`config.mk`:
```
export PLATFORM = sky130hd
export DESIGN_NAME = instruction_fetch_unit
export DESIGN_NICKNAME = d
export VERILOG_FILES = /design/src/rtl/instruction_fetch_unit.sv
export SDC_FILE = /design/constraint.sdc
export NUM_CORES = 1
export LEC_CHECK = 0
export ABC_AREA = 1
export CAP_MARGIN = 30
export CORE_MARGIN = 2
export CORE_UTILIZATION = 56
export DETAILED_ROUTE_END_ITERATION = 10
export GPL_TIMING_DRIVEN = 0
export MAX_ROUTING_LAYER = met4
export PLACE_DENSITY_LB_ADDON = 0.3
export SLEW_MARGIN = 20
export SYNTH_ARGS = -nofsm -noshare
export SYNTH_HDL_FRONTEND = slang
export SYNTH_SLANG_ARGS = --single-unit
```
`constraint.sdc`:
```
create_clock -name clock -period 6.6 [get_ports clock]
set_clock_uncertainty 0.05 [all_clocks]
set_input_delay 1.98 -clock clock [delete_from_list [all_inputs] [get_ports clock]]
set_output_delay 1.98 -clock clock [all_outputs]
set_load 0.1 [all_outputs]
```
`src/rtl/instruction_fetch_unit.sv`:
```
// -----------------------------------------------------------------------------
// instruction_fetch_unit
//   Fetch stage between the PC register and decode. Holds the fetch PC, issues
//   single-outstanding word reads over a req/ack handshake, and buffers returned
//   words with their PC in a small FIFO presented to decode via valid/ready.
//   A redirect flushes the buffer and discards any in-flight read.
//
// Ports
//   clock, reset_n             rising-edge clock, async active-low reset
//   redirect_valid/pc          load new fetch PC (low two bits cleared), flush
//   imem_req/addr              read request (held until ack) and word address
//   imem_ack/rdata             read completion and data
//   inst_valid/ready           FIFO head handshake toward decode
//   inst_data/pc/pc_plus4      head instruction, its PC and link value
//   stall_cycles, flush_count  only with FETCH_STATS_EN defined
//
// Optional feature macro: FETCH_STATS_EN (saturating stall/flush counters).
// -----------------------------------------------------------------------------
module instruction_fetch_unit #(
  parameter int unsigned       ADDR_W     = 32,
  parameter int unsigned       INST_W     = 32,
  parameter logic [ADDR_W-1:0] RESET_PC   = '0,
  parameter int unsigned       FIFO_DEPTH = 2
) (
  input  logic              clock,
  input  logic              reset_n,
  input  logic              redirect_valid,
  input  logic [ADDR_W-1:0] redirect_pc,
  output logic              imem_req,
  output logic [ADDR_W-1:0] imem_addr,
  input  logic              imem_ack,
  input  logic [INST_W-1:0] imem_rdata,
  output logic              inst_valid,
  input  logic              inst_ready,
  output logic [INST_W-1:0] inst_data,
  output logic [ADDR_W-1:0] inst_pc,
`ifdef FETCH_STATS_EN
  output logic [ADDR_W-1:0] inst_pc_plus4,
  output logic [31:0]       stall_cycles,
  output logic [15:0]       flush_count
`else
  output logic [ADDR_W-1:0] inst_pc_plus4
`endif
);

  localparam int unsigned PW = $clog2(FIFO_DEPTH);
  localparam int unsigned CW = PW + 1;
  localparam logic [CW-1:0] DEPTH_C = CW'(FIFO_DEPTH);

  localparam logic [1:0] S_IDLE  = 2'd0;
  localparam logic [1:0] S_WAIT  = 2'd1;
  localparam logic [1:0] S_DRAIN = 2'd2;

  logic [1:0]        state;
  logic [ADDR_W-1:0] pc;
  logic [ADDR_W-1:0] pc_plus4;

  logic [ADDR_W-1:0] mem_pc   [FIFO_DEPTH];
  logic [INST_W-1:0] mem_data [FIFO_DEPTH];
  logic [PW-1:0]     wr_ptr;
  logic [PW-1:0]     rd_ptr;
  logic [CW-1:0]     count;
  logic [CW-1:0]     count_after;

  logic push;
  logic pop;

  assign pc_plus4 = pc + ADDR_W'(4);

  // Returned data is only kept when it belongs to the current PC stream.
  assign push = (state == S_WAIT) && imem_ack && !redirect_valid;
  assign pop  = inst_valid && inst_ready;

  always_comb begin
    count_after = count + CW'(push) - CW'(pop);
  end

  // Fetch FSM and request interface
  always_ff @(posedge clock or negedge reset_n) begin
    if (!reset_n) begin
      state     <= S_IDLE;
      pc        <= RESET_PC;
      imem_req  <= 1'b0;
      imem_addr <= '0;
    end else if (redirect_valid) begin
      pc <= {redirect_pc[ADDR_W-1:2], 2'b00};
      // An un-acked read cannot be cancelled on the bus; drain it instead.
      case (state)
        S_WAIT: begin
          if (imem_ack) begin
            imem_req <= 1'b0;
            state    <= S_IDLE;
          end else begin
            state <= S_DRAIN;
          end
        end
        S_DRAIN: begin
          if (imem_ack) begin
            imem_req <= 1'b0;
            state    <= S_IDLE;
          end
        end
        default: state <= S_IDLE;
      endcase
    end else begin
      case (state)
        S_IDLE: begin
          if (count < DEPTH_C) begin
            imem_req  <= 1'b1;
            imem_addr <= pc;
            state     <= S_WAIT;
          end
        end
        S_WAIT: begin
          if (imem_ack) begin
            pc <= pc_plus4;
            // Back-to-back only while a slot stays reserved for the next word.
            if (count_after < DEPTH_C) begin
              imem_addr <= pc_plus4;
            end else begin
              imem_req <= 1'b0;
              state    <= S_IDLE;
            end
          end
        end
        S_DRAIN: begin
          if (imem_ack) begin
            imem_req <= 1'b0;
            state    <= S_IDLE;
          end
        end
        default: begin
          imem_req <= 1'b0;
          state    <= S_IDLE;
        end
      endcase
    end
  end

  // FIFO pointers and occupancy
  always_ff @(posedge clock or negedge reset_n) begin
    if (!reset_n) begin
      wr_ptr <= '0;
      rd_ptr <= '0;
      count  <= '0;
    end else if (redirect_valid) begin
      wr_ptr <= '0;
      rd_ptr <= '0;
      count  <= '0;
    end else begin
      if (push) wr_ptr <= wr_ptr + PW'(1);
      if (pop)  rd_ptr <= rd_ptr + PW'(1);
      count <= count_after;
    end
  end

  // FIFO storage; contents are only observed through the valid-gated outputs.
  always_ff @(posedge clock) begin
    if (push) begin
      mem_pc[wr_ptr]   <= pc;
      mem_data[wr_ptr] <= imem_rdata;
    end
  end

  assign inst_valid    = (count != '0);
  assign inst_data     = inst_valid ? mem_data[rd_ptr] : '0;
  assign inst_pc       = inst_valid ? mem_pc[rd_ptr] : '0;
  assign inst_pc_plus4 = inst_valid ? (mem_pc[rd_ptr] + ADDR_W'(4)) : '0;

`ifdef FETCH_STATS_EN
  always_ff @(posedge clock or negedge reset_n) begin
    if (!reset_n) begin
      stall_cycles <= '0;
      flush_count  <= '0;
    end else begin
      if (!inst_valid && (stall_cycles != '1)) stall_cycles <= stall_cycles + 32'd1;
      if (redirect_valid && (flush_count != '1)) flush_count <= flush_count + 16'd1;
    end
  end
`endif

endmodule

```
==> metrics.txt <==
GRT Util Overall=30.0%; first-pass GRT wire length=41600 um; CTS H-tree depth=4; Synth Area in Compound Gates=6.55%; Post-Synth Adder-Cell Area=1.02%; crit-path max FO=10; initial antenna violation count=0; class of the worst hold path=reg2reg; number of global-route vias before repair=8265; Reg clk slew, reported paths=80 ps; most frequent cells in the layout=nand2_1, clkdlybuf4s50_1, edfxtp_1; CP Launch Type=flop; # IOs=199; area of the die=18600 sq um; Remaining DRCs=0; Post-CTS Setup Bufs=0; Worst-Skew Late Latency=440 ps; slew at the pin closest to its max-slew limit=1040 ps; most common library cell in the layout ignoring fill and taps=nand2_1; main area contributors after synthesis=edfxtp_1, nand2_1, dfrtp_1, nor2_1, inv_1; Antenna Violating Nets Remaining=0; Slew headroom=30.1%; via/cell ratio=5.34; layout cells sized above 1=6.04%; post-synth cell types=33; post-CTS sizing=0; Initial Util=57.0%; period utilization=86.3%; Top Family by Delay on Critical Path=buffers and inverters; CTS tree=built; post-synth top area cell=edfxtp_1; nets@finish=1488; Post-Synthesis Cell Area=9790 sq um; grt ovf=0; Die Wd=136 um; max-slew violation count=0; Post-synth EDFFs=124; Period minus WS final=5700 ps; crit-path cells=nor2_1, clkbuf_1, buf_1, a21oi_1, clkdlybuf4s50_1; GPL Wtd Cong=0.969; mux cell area share after synthesis=0%; final WL=26800 um; largest net degree at the start of global routing=54; post-DP HPWL=19700 um; ys flop type=edfxtp_1; area share of the largest cell type after synthesis=38.0%; Yosys reg bits=191; Synth Area in XOR/XNOR=1.52%; Area growth, synth to finish=30.4%; Avg Inst Size Synth=8.22 sq um; Crit path required time=4570 ps; IO buf count=189; Syn Inst Count=1191; Yosys warning count=0; sequential fraction of the synthesis area=55.1%; setup violators final=0; Finished Cell Area=12800 sq um; status=complete, no violations; CP max-delay cell=clkdlybuf4s50_1; row cnt=48; Die H=136 um; core area=17200 sq um; placed cell area=12200 sq um; Max Cap Viol=0; type of the worst setup path=reg2out; Crit. End Element=primary output; WP data arrival=3670 ps; CTS max path bufs=2; Crit path largest cell delay=1000 ps; worst hold margin=434 ps; routed vias=8807; main combinational cell family by area after synthesis=simple AND/OR/NAND/NOR gates; final hold vios=0; DRT Pass-1 Iters=6; CP Buf/Inv Count=3; ys async rst share=35.1%; starting DRC count in detailed routing=817; f_max=176 MHz; CTS Buf Count=17; Antenna diodes=0; RSZ-0062 raised after global routing=no; Simple-Gate Fraction of Synth Area=29.0%; WL per Instance=16.3 um; Sink Count=191; CTS Root Buffer Type=clkbuf_16; hold buffers post-CTS=0
==> cell usage after synthesis, drive strengths merged (3+ instances only) <==
| master | number |
|---|---|
| xor2 | 14 |
| nand3b | 3 |
| nand2 | 482 |
| o21ai | 33 |
| nor2 | 134 |
| ha | 8 |
| o211ai | 24 |
| o21bai | 3 |
| dfrtp | 67 |
| nand4 | 12 |
| nand3 | 60 |
| edfxtp | 124 |
| buf | 27 |
| a21oi | 50 |
| nor3 | 7 |
| xnor2 | 3 |
| inv | 113 |
| clkbuf | 21 |
==> tightest hold or removal path, cell delays in order (launching register included) <==
cell	delay [ps]
dfrtp_1	340
nand2_1	50
nand2_1	60
==> metal layers <==
layer / up-vias / GRT usage [%] / share of wire [%]
li1: 4269 / - / -
met1: 4064 / 37.1 / 40
met2: 414 / 49.1 / 49
met3: 60 / 5.74 / 8.7
met4: 0 / 11.8 / 2.7
met5: - / - / 0
==> stage by stage <==
step	util [%]	setup WS [ps]	setup TNS, ps	instances
after CTS	74.4	936	0	1649
after floorplan	-	784	0	1196
final	74.4	902	0	1649
after global routing	74.4	777	0	1649
after global placement	69.8	-1060	-131430	1610
after detailed placement	70.9	1420	0	1617
==> logic make-up (layout without fill, tap and decap cells) <==
kind of cell    Yosys count  count (layout)
fa+ha+maj                 8               8
flops                   191             191
compound gates          113             113
xor+xnor                 17              17
buf+inv                 161             389
other cells               1               6
simple gates            700             700
==> state kept, by name, summed over array words and instances, names as in the netlist <==
name       count
count          2
rd_ptr         1
mem_pc        60
imem_req       1
pc            30
imem_addr     30
state          2
wr_ptr         1
mem_data      64
==> cell type report <==
class | instances | area [sq um]
Sequential cell | 191 | 5400
Inverter | 113 | 424
Multi-Input combinational cell | 844 | 3770
Clock buffer | 17 | 425
Tap cell | 225 | 282
Timing Repair Buffer | 196 | 2070
Buffer | 48 | 235
Clock inverter | 15 | 165
Fill cell | 1270 | 4400
==> path summary, 6_finish.rpt <==
kind / to / slack, ps / start / cells after the start
max in group asynchronous: rd_ptr$_DFFE_PN0P_ / 4630 / reset_n / 2
min in group asynchronous: imem_addr[26]$_DFFE_PN0P_ / 1340 / reset_n / 1
min reg2reg: imem_addr[25]$_DFFE_PN0P_ / 430 / imem_addr[25]$_DFFE_PN0P_ / 2
max: inst_pc[15] / 900 / count[1]$_DFF_PN0_ / 5
min: imem_addr[25]$_DFFE_PN0P_ / 430 / imem_addr[25]$_DFFE_PN0P_ / 2
max reg2reg: imem_addr[31]$_DFFE_PN0P_ / 2770 / count[1]$_DFF_PN0_ / 15
Power is left out: the tool's default activity adds up to more than one toggle a clock period on the data nets, which glitch-free logic cannot reach.
